`src/rtl/uart_rx_param.sv`:
```
// Parametrised UART receiver: 2-flop input synchroniser, mid-bit sampling FSM,
// single-entry holding register with valid/ready handshake and per-frame status.
module uart_rx_param #(
  parameter int unsigned DATA_BITS    = 8,
  parameter int unsigned CLKS_PER_BIT = 16,
  parameter int unsigned PARITY_MODE  = 0,
  parameter int unsigned STOP_BITS    = 1
) (
  input  logic                 clk,
  input  logic                 n_rst,
  input  logic                 rx,
  input  logic                 rx_ready,
  output logic [DATA_BITS-1:0] rx_data,
  output logic                 rx_valid,
  output logic                 parity_err,
  output logic                 frame_err,
  output logic                 overrun,
  output logic                 busy
);

  localparam int unsigned CNT_W = $clog2(CLKS_PER_BIT);
  localparam int unsigned IDX_W = $clog2(DATA_BITS + 1);
  localparam int unsigned HALF  = CLKS_PER_BIT / 2;

  localparam logic [CNT_W-1:0] HALF_LAST = CNT_W'(HALF - 1);
  localparam logic [CNT_W-1:0] BIT_LAST  = CNT_W'(CLKS_PER_BIT - 1);
  localparam logic [IDX_W-1:0] DATA_LAST = IDX_W'(DATA_BITS - 1);
  localparam logic [IDX_W-1:0] STOP_LAST = IDX_W'(STOP_BITS - 1);

  // Elaboration-time guard against unsupported parameter values
  if (DATA_BITS < 5 || DATA_BITS > 9) begin : g_bad_data_bits
    $error("uart_rx_param: DATA_BITS must be 5..9");
  end
  if (CLKS_PER_BIT < 4) begin : g_bad_clks_per_bit
    $error("uart_rx_param: CLKS_PER_BIT must be >= 4");
  end
  if (PARITY_MODE > 2) begin : g_bad_parity_mode
    $error("uart_rx_param: PARITY_MODE must be 0, 1 or 2");
  end
  if (STOP_BITS < 1 || STOP_BITS > 2) begin : g_bad_stop_bits
    $error("uart_rx_param: STOP_BITS must be 1 or 2");
  end

  typedef enum logic [2:0] {
    S_IDLE,
    S_START,
    S_DATA,
    S_PARITY,
    S_STOP
  } state_t;

  state_t               state;
  state_t               state_nx;
  logic                 sync1;
  logic                 rxs;
  logic                 rxs_d;
  logic                 armed;
  logic [CNT_W-1:0]     cnt;
  logic [IDX_W-1:0]     idx;
  logic [DATA_BITS-1:0] shreg;
  logic                 par_bit;
  logic                 stop_err;

  logic fall_c;
  logic half_tick_c;
  logic bit_tick_c;
  logic cnt_clr_c;
  logic start_ok_c;
  logic sample_data_c;
  logic sample_par_c;
  logic sample_stop_c;
  logic commit_c;
  logic par_calc_c;
  logic par_err_c;
  logic frame_err_c;

  // Input synchroniser plus delayed copy for edge detection; idle level is 1
  always_ff @(posedge clk) begin
    if (!n_rst) begin
      sync1 <= 1'b1;
      rxs   <= 1'b1;
      rxs_d <= 1'b1;
    end else begin
      sync1 <= rx;
      rxs   <= sync1;
      rxs_d <= rxs;
    end
  end

  assign fall_c      = rxs_d & ~rxs;
  assign half_tick_c = (cnt == HALF_LAST);
  assign bit_tick_c  = (cnt == BIT_LAST);

  always_ff @(posedge clk) begin
    if (!n_rst) begin
      state <= S_IDLE;
    end else begin
      state <= state_nx;
    end
  end

  always_comb begin
    state_nx = state;
    unique case (state)
      S_IDLE: begin
        if (armed && fall_c) begin
          state_nx = S_START;
        end
      end
      S_START: begin
        if (half_tick_c) begin
          state_nx = rxs ? S_IDLE : S_DATA;
        end
      end
      S_DATA: begin
        if (bit_tick_c && (idx == DATA_LAST)) begin
          state_nx = (PARITY_MODE != 0) ? S_PARITY : S_STOP;
        end
      end
      S_PARITY: begin
        if (bit_tick_c) begin
          state_nx = S_STOP;
        end
      end
      S_STOP: begin
        if (bit_tick_c && (idx == STOP_LAST)) begin
          state_nx = S_IDLE;
        end
      end
      default: state_nx = S_IDLE;
    endcase
  end

  // Per-state sampling strobes; the bit counter restarts at every sample point
  always_comb begin
    cnt_clr_c     = 1'b0;
    start_ok_c    = 1'b0;
    sample_data_c = 1'b0;
    sample_par_c  = 1'b0;
    sample_stop_c = 1'b0;
    commit_c      = 1'b0;
    unique case (state)
      S_IDLE: cnt_clr_c = 1'b1;
      S_START: begin
        if (half_tick_c) begin
          cnt_clr_c  = 1'b1;
          start_ok_c = ~rxs;
        end
      end
      S_DATA: begin
        if (bit_tick_c) begin
          cnt_clr_c     = 1'b1;
          sample_data_c = 1'b1;
        end
      end
      S_PARITY: begin
        if (bit_tick_c) begin
          cnt_clr_c    = 1'b1;
          sample_par_c = 1'b1;
        end
      end
      S_STOP: begin
        if (bit_tick_c) begin
          cnt_clr_c     = 1'b1;
          sample_stop_c = 1'b1;
          commit_c      = (idx == STOP_LAST);
        end
      end
      default: cnt_clr_c = 1'b1;
    endcase
  end

  // Frame datapath: timing counter, bit index, LSB-first shifter, status capture
  always_ff @(posedge clk) begin
    if (!n_rst) begin
      armed    <= 1'b0;
      cnt      <= '0;
      idx      <= '0;
      shreg    <= '0;
      par_bit  <= 1'b0;
      stop_err <= 1'b0;
    end else begin
      // Re-arm only after rxs is seen high in IDLE, so a held break cannot retrigger
      if (state == S_IDLE) begin
        armed <= armed | rxs;
      end else begin
        armed <= 1'b0;
      end

      if (cnt_clr_c) begin
        cnt <= '0;
      end else begin
        cnt <= cnt + CNT_W'(1);
      end

      if (start_ok_c || (sample_data_c && (idx == DATA_LAST))) begin
        idx <= '0;
      end else if (sample_data_c || sample_stop_c) begin
        idx <= idx + IDX_W'(1);
      end

      if (sample_data_c) begin
        shreg <= {rxs, shreg[DATA_BITS-1:1]};
      end

      if (sample_par_c) begin
        par_bit <= rxs;
      end

      if (start_ok_c) begin
        stop_err <= 1'b0;
      end else if (sample_stop_c) begin
        stop_err <= stop_err | ~rxs;
      end
    end
  end

  assign par_calc_c  = ^{shreg, par_bit};
  assign frame_err_c = stop_err | ~rxs;

  always_comb begin
    par_err_c = 1'b0;
    if (PARITY_MODE == 1) begin
      par_err_c = par_calc_c;
    end else if (PARITY_MODE == 2) begin
      par_err_c = ~par_calc_c;
    end
  end

  // Holding register: a commit always wins; an accept alone clears the status
  always_ff @(posedge clk) begin
    if (!n_rst) begin
      rx_data    <= '0;
      rx_valid   <= 1'b0;
      parity_err <= 1'b0;
      frame_err  <= 1'b0;
      overrun    <= 1'b0;
      busy       <= 1'b0;
    end else begin
      busy <= (state_nx != S_IDLE);
      if (commit_c) begin
        rx_data    <= shreg;
        rx_valid   <= 1'b1;
        parity_err <= par_err_c;
        frame_err  <= frame_err_c;
        overrun    <= rx_valid & ~rx_ready;
      end else if (rx_valid && rx_ready) begin
        rx_valid   <= 1'b0;
        parity_err <= 1'b0;
        frame_err  <= 1'b0;
        overrun    <= 1'b0;
      end
    end
  end

endmodule

```
`config.mk`:
```
export PLATFORM = sky130hd
export DESIGN_NAME = uart_rx_param
export DESIGN_NICKNAME = d
export VERILOG_FILES = /design/src/rtl/uart_rx_param.sv
export SDC_FILE = /design/constraint.sdc
export NUM_CORES = 1
export LEC_CHECK = 0
export CAP_MARGIN = 20
export CELL_PAD_IN_SITES_DETAIL_PLACEMENT = 1
export CELL_PAD_IN_SITES_GLOBAL_PLACEMENT = 1
export CORE_ASPECT_RATIO = 0.6
export CORE_MARGIN = 3
export CORE_UTILIZATION = 39
export DETAILED_ROUTE_END_ITERATION = 12
export PLACE_DENSITY = 0.76
export SETUP_SLACK_MARGIN = 0.05
export SLEW_MARGIN = 5
export SYNTH_ARGS = -nofsm -noshare
export SYNTH_HDL_FRONTEND = slang
export SYNTH_SLANG_ARGS = --single-unit
```
`constraint.sdc`:
```
create_clock -name clk -period 1.6 [get_ports clk]
set_clock_uncertainty 0.05 [all_clocks]
set_input_delay 0.16 -clock clk [delete_from_list [all_inputs] [get_ports clk]]
set_output_delay 0.16 -clock clk [all_outputs]
set_load 0.02 [all_outputs]
```
==> results.md <==
* Status: complete, no violations
* GR Util All Layers at 16.0%
* TritonCTS clock tree: done
* Placed instance area at 1840 sq um
* Post-synth ARST share at 0%
* Die Wd at 88.7 microns
* Power density over the cells at 844 nW/um^2
* Routed WL at 3630 microns
* Hold WC Path Type: flip-flop to flip-flop
* Detail Route Antenna Nets at 0
* CTS max path bufs at 2
* Nets@finish at 199
* Max Cap Viol at 0
* Worst path required time at 1.73 ns
* Synth warn at 0
* Yosys cell types at 36
* Vias in the first global route at 1214
* Post-CTS Hold Buffers at 0
* RSZ-0062 raised after global routing: true
* CP Capture Type: flip-flop
* Die span in y at 55.6 microns
* Post-DR wirelength/cell at 15.2 microns
* CORE AREA at 3810 sq um
* Vias/cell at 5.09
* Flop and latch count out of synthesis at 36
* Average size of a mapped cell at 10.0 sq um
* Final Cell Area at 2040 sq um
* Vias at 1216
* Largest stage delay on the critical path at 0.40 ns
* I/O Buffers at 15
* Crit path kind: flip-flop to flip-flop
* Filler instances at 440
* HP Start: sync1
* Total die area at 4940 sq um
* Synth top cells by count: 36 x dfxtp_1, 32 x nor2_1, 17 x mux2i_1
* CTS H-tree lvls at 2
* Global-route wire length before repair at 5980 microns
* Total power at 1.72 mW
* Antenna violations before repair at 0
* Tcrit/Tclk final at 95.7%
* Mapped Cells at 160
* Num ports at 17
* # clock sinks at 36
* Share of layout cells above drive strength 1 at 24.0%
* Most frequent cell after synthesis: dfxtp_1
* Hpwl dp at 2750 microns
* Yosys top cell area share at 45.0%
* Area delta synth->final at 27.3%
* Sequential fraction of the synthesis area at 45.0%
* Crit-path slowest cell: or3_4
* Ys flop type: dfxtp_1
* CP Max Fanout at 8
* Tmin final at 1.53 ns
* Syn_nets at 167
* Yosys top cell by area: dfxtp_1
* CTS Buf Count at 5
* Final GP Congestion at 0.847
* Largest cells by area after synthesis: dfxtp_1 45%, mux2i_1 11%, nor2_1 7.5%, buf_6 3.5%, xnor2_1 3.3%
* Grt ovf at 0
* Reg clk slew, reported paths at 0.07 ns
* DRC Markers at 0
* 1st-pass router iterations at 4
* Synth Cell Area at 1600 sq um
* R2r startpoint: cnt[0]
* DRT iter0 DRCs at 39
* Crit path from: cnt[0]
* Lkg Pwr at 0.894 nW
* Initial core utilization at 42.1%
* FF/Latch Area at 726 sq um
* Final Setup Violations at 0
* Number of synthesized flops with an enable pin at 0
* Startpoint Class: flip-flop
* Fin. Hold Viols at 0
* Largest net degree at the start of global routing at 13
* Worst VDD drop at 493 uV
* CTS root buffer: clkbuf_8
* Site row count at 17
* Multi-input gate area at 798 sq um
* Worst skew pair latency at 0.29 ns
* Crit path arrival time at 1.66 ns
* Final slew viol count at 0
* FMAX at 0.653 GHz
* CP Cell Sequence: ha_4, nand3_4, or3_4, buf_12, mux2i_2, nor2_1
* Diode count at 0
## timing repair
item	4_1_cts	5_1_grt
pin swaps	1	3
setup buffers	1	6
endpoints found under the setup margin	12	11
resized for setup	6	6
cloned	0	0
## critical path: cells and delay by family, from the launching register on
family        cells  cell delay [ns]
flops             1             0.35
simple gates      3             0.53
fa+ha+maj         1             0.16
mux               1             0.19
buf+inv           1             0.16
## kinds of logic after synthesis
family | synth area share (%)
flip-flops | 45.0
multiplexers | 10.6
AND/OR/NAND/NOR | 21.3
other | 0.234
AO/OA/AOI/OAI | 8.59
buffers and inverters | 7.58
XOR/XNOR | 4.38
adder cells (fa/ha/maj) | 2.34
## per-layer routing
layer  share of wire, %  track usage (%)  vias to the layer above
li1                   -                -                      601
met1                 50             21.6                      592
met2                 44             24.4                       18
met3                4.1             4.88                        5
met4                1.0             5.17                        0
met5                  0                0                        -
## layout make-up
type,instances,area share (%)
tap,47,2.89
timing repair buffer,36,16.3
sequential,36,35.6
multi-input combinational,106,39.2
clock buffer,7,4.73
inverter,7,1.29
## final timing paths
path	to	slack, ns	cells past startpoint
worst min-delay path	rxs	0.37	1
worst max-delay path	shreg[5]	0.07	6
worst max register to register	shreg[5]	0.07	6
worst min register to register	rxs	0.37	1
## metrics by stage
step | std cells | setup TNS (ns) | util (%) | setup WS, ns | hold slack [ns]
after floorplan | 160 | 0 | - | 0.0554 | 0.211
after global placement | 225 | 0 | 48.2 | 0.00987 | 0.347
after detailed placement | 225 | -0.251 | 48.2 | -0.0557 | 0.365
after CTS | 233 | 0 | 51.7 | 0.0559 | 0.379
after global routing | 239 | -0.00260 | 53.5 | -0.00260 | 0.391
final | 239 | 0 | 53.5 | 0.0696 | 0.368
## cells in the final DEF, fill, tap and decap left out, types with 5 or more instances in the layout
master,instances
xnor2_1,6
clkbuf_8,7
mux2i_1,15
nor2_1,32
nand2b_1,5
clkdlybuf4s50_1,15
nand2_1,6
dfxtp_1,32
buf_4,19
inv_1,6
## where the power goes
part	leakage (nW)	internal, mW	switching, mW
Sequential	0.293	0.909	0.00899
Combinational	0.550	0.0450	0.0580
Clock	0.0503	0.383	0.316
Total	0.894	1.34	0.383
## sequential cells by signal, indices dropped and copies added, names as in the netlist
register   flops
armed          1
busy           1
cnt            4
frame_err      1
idx            4
overrun        1
rx_data        8
rx_valid       1
rxs            1
rxs_d          1
shreg          8
state          3
stop_err       1
sync1          1
Power figures use the tool's default switching activity.
